<file path="config.mk">
export PLATFORM = sky130hd
export DESIGN_NAME = mem_stage
export DESIGN_NICKNAME = d
export VERILOG_FILES = /design/src/rtl/mem_stage.sv
export SDC_FILE = /design/constraint.sdc
export NUM_CORES = 1
export LEC_CHECK = 0
export ABC_AREA = 1
export CAP_MARGIN = 20
export CORE_MARGIN = 5
export CORE_UTILIZATION = 41
export DETAILED_ROUTE_END_ITERATION = 6
export PLACE_DENSITY = 0.87
export SYNTH_ARGS = -nofsm -noshare
export SYNTH_HDL_FRONTEND = slang
export SYNTH_SLANG_ARGS = --single-unit
</file>
<file path="constraint.sdc">
create_clock -name Clk -period 2.6 [get_ports Clk]
set_clock_uncertainty 0.15 [all_clocks]
set_input_delay 0.26 -clock Clk [delete_from_list [all_inputs] [get_ports Clk]]
set_output_delay 0.26 -clock Clk [all_outputs]
set_load 0.01 [all_outputs]
</file>
<file path="src/rtl/mem_stage.sv">
// Memory-access pipeline stage: branch resolution, handshaked data-memory port,
// upstream stall generation, MEM/WB register and a saturating taken-branch counter.
`timescale 1ns/1ps
module mem_stage #(
    parameter int TIMEOUT = 16,
    parameter int CNT_W   = 16
) (
    input  logic             Clk,
    input  logic             Reset,
    input  logic [3:0]       M_WB,
    input  logic             M_Branch,
    input  logic             M_BNE,
    input  logic             M_BranchCon,
    input  logic             M_MemRead,
    input  logic             M_MemWrite,
    input  logic             M_ZeroFlag,
    input  logic [31:0]      M_BranchAddResult,
    input  logic [31:0]      M_PCinc,
    input  logic [31:0]      M_ALUResult,
    input  logic [31:0]      M_WriteMemData,
    input  logic [4:0]       M_WriteRegData,
    input  logic             DMemReady,
    input  logic [31:0]      DMemRData,
    output logic             DMemReq,
    output logic             DMemWe,
    output logic [31:0]      DMemAddr,
    output logic [31:0]      DMemWData,
    output logic             Stall,
    output logic             PCSrc,
    output logic [31:0]      BranchTarget,
    output logic             Flush,
    output logic [3:0]       WB_WB,
    output logic [31:0]      WB_ReadData,
    output logic [31:0]      WB_ALUResult,
    output logic [31:0]      WB_PCinc,
    output logic [4:0]       WB_WriteReg,
    output logic             MemError,
    output logic [CNT_W-1:0] BranchTakenCount
);

    localparam int WCNT_W = (TIMEOUT < 2) ? 1 : $clog2(TIMEOUT);

    typedef enum logic [1:0] {IDLE, BUSY, DONE} state_t;

    state_t            state, state_nxt;
    logic [WCNT_W-1:0] wait_cnt;
    logic              mem_op;
    logic              taken;
    logic              timeout_hit;
    logic [31:0]       addr_q;
    logic [31:0]       wdata_q;
    logic              we_q;
    logic [31:0]       rdata_q;

    assign mem_op      = M_MemRead | M_MemWrite;
    assign taken       = (M_Branch & M_ZeroFlag) | (M_BNE & ~M_ZeroFlag) | M_BranchCon;
    // wait_cnt counts completed BUSY cycles, so the last allowed one sees TIMEOUT-1
    assign timeout_hit = (wait_cnt == WCNT_W'(TIMEOUT - 1));

    always_comb begin
        state_nxt = state;
        Stall     = 1'b0;
        DMemReq   = 1'b0;
        case (state)
            IDLE: begin
                if (mem_op) begin
                    Stall     = 1'b1;
                    state_nxt = BUSY;
                end
            end
            BUSY: begin
                Stall   = 1'b1;
                DMemReq = 1'b1;
                if (DMemReady || timeout_hit)
                    state_nxt = DONE;
            end
            DONE:    state_nxt = IDLE;
            default: state_nxt = IDLE;
        endcase
    end

    assign DMemWe       = DMemReq & we_q;
    assign DMemAddr     = DMemReq ? addr_q  : 32'h0;
    assign DMemWData    = DMemReq ? wdata_q : 32'h0;
    assign PCSrc        = taken & ~Stall;
    assign Flush        = PCSrc;
    assign BranchTarget = M_BranchAddResult;

    always_ff @(posedge Clk or negedge Reset) begin
        if (!Reset) begin
            state    <= IDLE;
            wait_cnt <= '0;
        end else begin
            state    <= state_nxt;
            wait_cnt <= (state == BUSY) ? wait_cnt + WCNT_W'(1) : '0;
        end
    end

    // Request latches and read capture; a both-set op is a store and returns 0
    always_ff @(posedge Clk or negedge Reset) begin
        if (!Reset) begin
            addr_q   <= '0;
            wdata_q  <= '0;
            we_q     <= 1'b0;
            rdata_q  <= '0;
            MemError <= 1'b0;
        end else begin
            if (state == IDLE && mem_op) begin
                addr_q  <= M_ALUResult;
                wdata_q <= M_WriteMemData;
                we_q    <= M_MemWrite;
            end
            if (state == BUSY) begin
                if (DMemReady) begin
                    rdata_q <= we_q ? 32'h0 : DMemRData;
                end else if (timeout_hit) begin
                    rdata_q  <= 32'h0;
                    MemError <= 1'b1;
                end
            end
        end
    end

    // Stalled edges write a bubble so an instruction retires exactly once
    always_ff @(posedge Clk or negedge Reset) begin
        if (!Reset) begin
            WB_WB        <= '0;
            WB_ReadData  <= '0;
            WB_ALUResult <= '0;
            WB_PCinc     <= '0;
            WB_WriteReg  <= '0;
        end else if (Stall) begin
            WB_WB        <= '0;
            WB_ReadData  <= '0;
            WB_ALUResult <= '0;
            WB_PCinc     <= '0;
            WB_WriteReg  <= '0;
        end else begin
            WB_WB        <= M_WB;
            WB_ReadData  <= (state == DONE) ? rdata_q : 32'h0;
            WB_ALUResult <= M_ALUResult;
            WB_PCinc     <= M_PCinc;
            WB_WriteReg  <= M_WriteRegData;
        end
    end

    always_ff @(posedge Clk or negedge Reset) begin
        if (!Reset)
            BranchTakenCount <= '0;
        else if (PCSrc && (BranchTakenCount != {CNT_W{1'b1}}))
            BranchTakenCount <= BranchTakenCount + CNT_W'(1);
    end

endmodule

</file>
======== After elaboration in Yosys (flattened, before gate mapping) ========
Cells that the tools add are included.
Widths: inputs -> output; s select.
storage, ports and cells
  register bits after elaboration ......... 225
  output and inout port bits .............. 223
operators by class
  eq/ne operators ......................... 6
  reductions and logical operators ........ 8
  muxes and demuxes ....................... 18
  bitwise gates (word level) .............. 10
  $add $sub $neg .......................... 2
operators with widths
  cell                   number
  $mux 32                9
  $add 16x1->16 const B  1
  $ne 16x16->1 const B   1
  $mux 4                 2
  $mux 5                 1
  $add 4x1->4 const B    1
  $and 1x1->1            4
  $eq 4x4->1 const B     1
  $mux 2                 2
  $ne 2x2->1 const B     2
  $pmux 2 s2             1
  $reduce_and 2->1       2
  $not 1->1              3
  $or 1x1->1             3
  $reduce_and 3->1       1
  $eq 2x1->1 const B     1
  $eq 2x2->1 const B     1
  $logic_and 1x1->1      2
  $logic_not 2->1        1
  $mux 1                 2
  $pmux 1 s2             1
  $reduce_bool 2->1      1
  $logic_or 1x1->1       1

======== Depth between registers and ports, before layout ========
  depth after elaboration ................. 6
  mapped depth ............................ 9
  depth with buffers taken out ............ 9

======== Least setup slack after synthesis ========
Ideal clock, no wire load.
  path type ............................... reg-to-reg
  start point ............................. register BranchTakenCount[1]
  end point ............................... register BranchTakenCount[12]
  path buffers ............................ 1
  stages on the path, launching flop included .. 10
  slack ................................... 0.958 ns
  arrival ................................. 1.375 ns
  path through ............................ dfrtp_1 > ha_1 > nand3_4 > inv_1 > nand2_1 > nor2_1 > nor2_2 > buf_6 > nand3_1 > nand2_1
on the way
  longest elaborated chain between the ends .. 2
RTL lines
  element                                                RTL line  RTL
  start: declaration                                     38        output logic [CNT_W-1:0] BranchTakenCount
  start signal: assignment                               151       BranchTakenCount <= BranchTakenCount + CNT_W'(1);
  branches (longest 2 deep; another with $add 16x1->16)  -
Several ways; the timed one is not identified.
A chain may end at the register's enable or synchronous reset.

======== Worst setup path in the final report ========
  start point ............................. register state[1]
  end point ............................... output port DMemAddr[4]
on the way
  longest elaborated chain between the ends .. 3
RTL lines
  element                   RTL line  RTL
  start: declaration        45        state_t state, state_nxt;
  start signal: assignment  94        state <= state_nxt;
  $eq 2x1->1                64        case (state)
  $mux 1                    64
  $mux 32                   83        assign DMemAddr = DMemReq ? addr_q : 32'h0;
  end: declaration          26        output logic [31:0] DMemAddr,
No other way between the ends.

==> implementation parameters <==
Parameter                              Value

Outcome
  Result of the run ... finished clean

Timing
  Maximum clock frequency ... 403 MHz
  Worst slew margin relative to its limit ... 57.8%
  Setup violators final ... 0
  Setup repair after global routing missed its margin ... false
  Clock period minus worst slack ... 2.48 ns
  Final critical-path share of the clock period ... 95.3%
  Slew of the pin with the lowest slew margin ... roughly 0.63 ns
  Count of final hold-check violations ... 0
  Crit path setup slack, layout ... 0.121 ns
  Total negative setup slack ... 0 ns
  Final slew viol count ... 0

Drt
  Post-DRT Antenna Nets ... 0
  Number of vias per cell ... 4.62
  Overall routed net length ... 25900 µm
  Number of design-rule violations left by the first detailed-router iteration ... 366
  Number of iterations in the first detailed-routing pass ... 4
  Count of unresolved DRC violations after routing ... 0
  Routed length per instance ... 16.1 µm
  Vias after detailed routing ... 7442

Synthesis
  Share of flip-flops with an asynchronous set or reset after synthesis ... 100%
  Most instantiated library cell after synthesis ... sky130_fd_sc_hd__nor2_1
  Synth warn ... 0
  Number of nets in the synthesized netlist ... 1191
  Mean cell area of the mapped netlist ... 8.96 µm²
  Area share of the largest cell type after synthesis ... 62.1%
  Leading post-synthesis cells by cell area ... sky130_fd_sc_hd__dfrtp_1 (62%), sky130_fd_sc_hd__nor2_1 (9.4%), sky130_fd_sc_hd__inv_1 (8.1%)
  Number of register bits inferred by synthesis ... around 230
  Number of enable-type register cells in the synthesized netlist ... 0
  Commonest cells in the netlist ... sky130_fd_sc_hd__nor2_1 (226), sky130_fd_sc_hd__dfrtp_1 (225), sky130_fd_sc_hd__inv_1 (196)
  Distinct cell type count of the synthesized netlist ... 26
  Share of the yosys chip area belonging to registers ... 62.1%
  Area leader, netlist ... sky130_fd_sc_hd__dfrtp_1
  Top_reg_cell synth ... sky130_fd_sc_hd__dfrtp_1
  Synth Instances ... 1011
  Combined area of all synthesized cells ... 9060 µm²

Critical path
  Crit path buffers/inverters ... 3
  Data required time of the worst path ... ~2.2 ns
  Top fanout value on the critical path ... 54
  Series of cell instances along the critical path ... inv_2 -> nand2_2 -> buf_6 -> nor2_1 -> clkdlybuf4s50_1
  Critical path data arrival time ... 2.07 ns
  Critical Path Start Type ... flop
  Cell count along the critical path ... 5
  Peak per-stage delay on the critical path ... 0.58 ns
  Kind of end point of the critical path ... primary output
  Worst r2r path cells ... 7
  Largest delay share family, worst path ... buffers and inverters
  Library cell contributing the largest single delay on the critical path ... sky130_fd_sc_hd__clkdlybuf4s50_1
  Critical path class ... reg -> out

Final layout
  Layout Nets ... 1493
  Area growth syn-to-layout ... 47.9%
  Count of placed standard cells in the final layout, fillers left out ... 1611
  Cell area after layout ... 13400 µm²
  Count of inserted antenna diode cells ... 0
  Sequential cell area ... 5630 µm²
  Layout fillers ... between 1.5k and 2k
  Area taken by multi-input logic gates ... 2240 µm²
  Layout cells sized above 1 ... 5.63%

Floorplan
  Die boundary width ... 159 µm
  Number of placed I/O pins ... 401
  Cell row count ... 54
  Area of the core ... 21800 µm²
  Initial Utilization ... 41.5%
  Vertical die dimension ... ~160 µm
  Area of the die ... between 20000 and 30000 µm²

Place
  Worst-case setup slack after placement ... 0.227 ns
  IO buf count ... 336
  Routability congestion estimate from global placement ... 0.862
  Placed Area ... 12500 µm²
  Cell total after placement ... 1564
  DP HPWL ... 18700 µm

Clock tree
  Deepest level of the CTS H-tree ... 1
  CTS tree ... yes
  Master cell of the clock root buffer ... sky130_fd_sc_hd__clkbuf_16
  Number of sinks driven by the clock tree ... approximately 230
  Clock buffer count from CTS ... 26
  Insertion delay of the later-clocked pin in the worst-skew pair ... 0.51 ns
  Number of buffers between clock root and the deepest sink ... 3
  Clock-pin transition on the worst setup and hold timing paths ... 0.06 ns

Power and ir drop
  Internal power component ... 9.08 mW
  NetSw ... 4.54 mW
  Power share of the sequential group ... 36.7%
  Pwr per Cell Area ... 1020 nW/µm²
  Design Power ... 13.6 mW
  Combinational cell fraction of total power ... 36.2%
  Pleak ... 6.51 nW
  Switching portion of total power ... around 33%
  Highest ir drop seen on vdd ... approximately 0.00083 V
  Clk pwr share ... 27.1%

Global routing
  Total GRT Usage ... 20.1%
  Number of global-route vias before repair ... 7817
  Global route total overflow ... 0
  Antenna violations before repair ... 1
  First-pass GRT wire length ... 40100 µm
  Largest net degree at the start of global routing ... 82

Worst hold path
  Path class of the lowest-slack min-delay path ... in -> reg
  WHS Path Cells ... 3

Flow run
  Count of max-cap constraint violations ... 0
## area by class of cell
type,count,area share [%]
sequential,225,42.0
tap,280,2.61
timing repair buffer,351,26.5
clock buffer,36,5.82
multi-input combinational,512,16.8
clock inverter,10,0.784
inverter,197,5.52
## power groups by stage
stage	Clock [mW]	Sequential, mW	Combinational, mW
floorplan	0	5.10	2.31
global placement	0	5.00	4.83
detailed placement	0	5.05	4.97
CTS	3.79	5.00	5.02
global route	3.94	5.11	5.44
finish	3.68	5.00	4.93
## flip-flops by register name, indices dropped and copies added, names as in the netlist
signal	count
rdata_q	32
WB_WB	4
WB_ALUResult	32
state	2
WB_PCinc	32
MemError	1
addr_q	32
we_q	1
WB_ReadData	32
BranchTakenCount	16
wait_cnt	4
WB_WriteReg	5
wdata_q	32
## layer usage
| metal | global-route usage (%) | up-vias | part of all wire, % | routed length, µm |
|---|---|---|---|---|
| li1 | - | 3565 | - | - |
| met4 | 7.31 | 0 | 3.7 | 958 |
| met3 | 7.58 | 69 | 11 | 2850 |
| met5 | 0 | - | 0 | 0 |
| met1 | 22.4 | 3501 | 35 | 9040 |
| met2 | 35.1 | 307 | 50 | 13100 |
## repair_timing
action,CTS,global route
hold buffers,1,0
resized for setup,2,1
buffers inserted,0,0
endpoints found under the setup margin,3,2
endpoints found under the hold margin,75,0
## layout by cell type, fill, tap and decap left out, types with 2 or more instances in the layout
master	n
sky130_fd_sc_hd__ha_1	2
sky130_fd_sc_hd__dfrtp_1	225
sky130_fd_sc_hd__clkbuf_8	7
sky130_fd_sc_hd__nand4_1	4
sky130_fd_sc_hd__nor2_1	225
sky130_fd_sc_hd__buf_12	5
sky130_fd_sc_hd__nor2_2	3
sky130_fd_sc_hd__clkdlybuf4s50_1	335
sky130_fd_sc_hd__o21ai_0	69
sky130_fd_sc_hd__xnor2_1	5
sky130_fd_sc_hd__buf_4	8
sky130_fd_sc_hd__clkbuf_16	27
sky130_fd_sc_hd__clkinv_2	6
sky130_fd_sc_hd__clkinvlp_4	2
sky130_fd_sc_hd__bufinv_16	2
sky130_fd_sc_hd__clkbuf_1	2
sky130_fd_sc_hd__nand2_1	116
sky130_fd_sc_hd__nand2_2	2
sky130_fd_sc_hd__nand2_4	3
sky130_fd_sc_hd__inv_2	3
sky130_fd_sc_hd__a21oi_1	32
sky130_fd_sc_hd__nand3_1	42
sky130_fd_sc_hd__inv_1	194
## worst register-to-register path: cells and delay by family, from the launching register on
kind	cells	cell delay, ns
and+or+nand+nor	4	0.73
DFF	1	0.43
adders and majority gates	1	0.31
AOI/OAI and AO/OA	1	0.17
buffers and inverters	1	0.05
## through the flow
| stage | hold slack [ns] | util, % |
|---|---|---|
| after floorplan | -0.186 | - |
| after global placement | 0.148 | 57.3 |
| after detailed placement | 0.155 | 57.3 |
| after CTS | 0.0780 | 61.4 |
| after global routing | 0.0871 | 61.4 |
| final | 0.109 | 61.4 |
## path summary, 6_finish.rpt
kind / slack, ns / end / startpoint
setup / recovery: 0.12 / DMemAddr[4] / state[1]
hold / removal: 0.11 / WB_PCinc[1] / M_PCinc[1]
setup reg to reg: 0.63 / BranchTakenCount[8] / BranchTakenCount[0]
hold reg to reg: 0.31 / wait_cnt[0] / wait_cnt[0]
max in group asynchronous: 1.35 / wdata_q[23] / Reset
min in group asynchronous: 0.19 / WB_ReadData[11] / Reset
## cells by family after synthesis
family / after synthesis / share of synthesized area [%]
flops: 225 / 62.1
xor+xnor: 6 / 0.580
compound gates: 105 / 5.87
buf+inv: 274 / 13.4
simple gates: 399 / 17.8
fa+ha+maj: 2 / 0.276
Note: power is estimated with default switching activity, not from simulation.
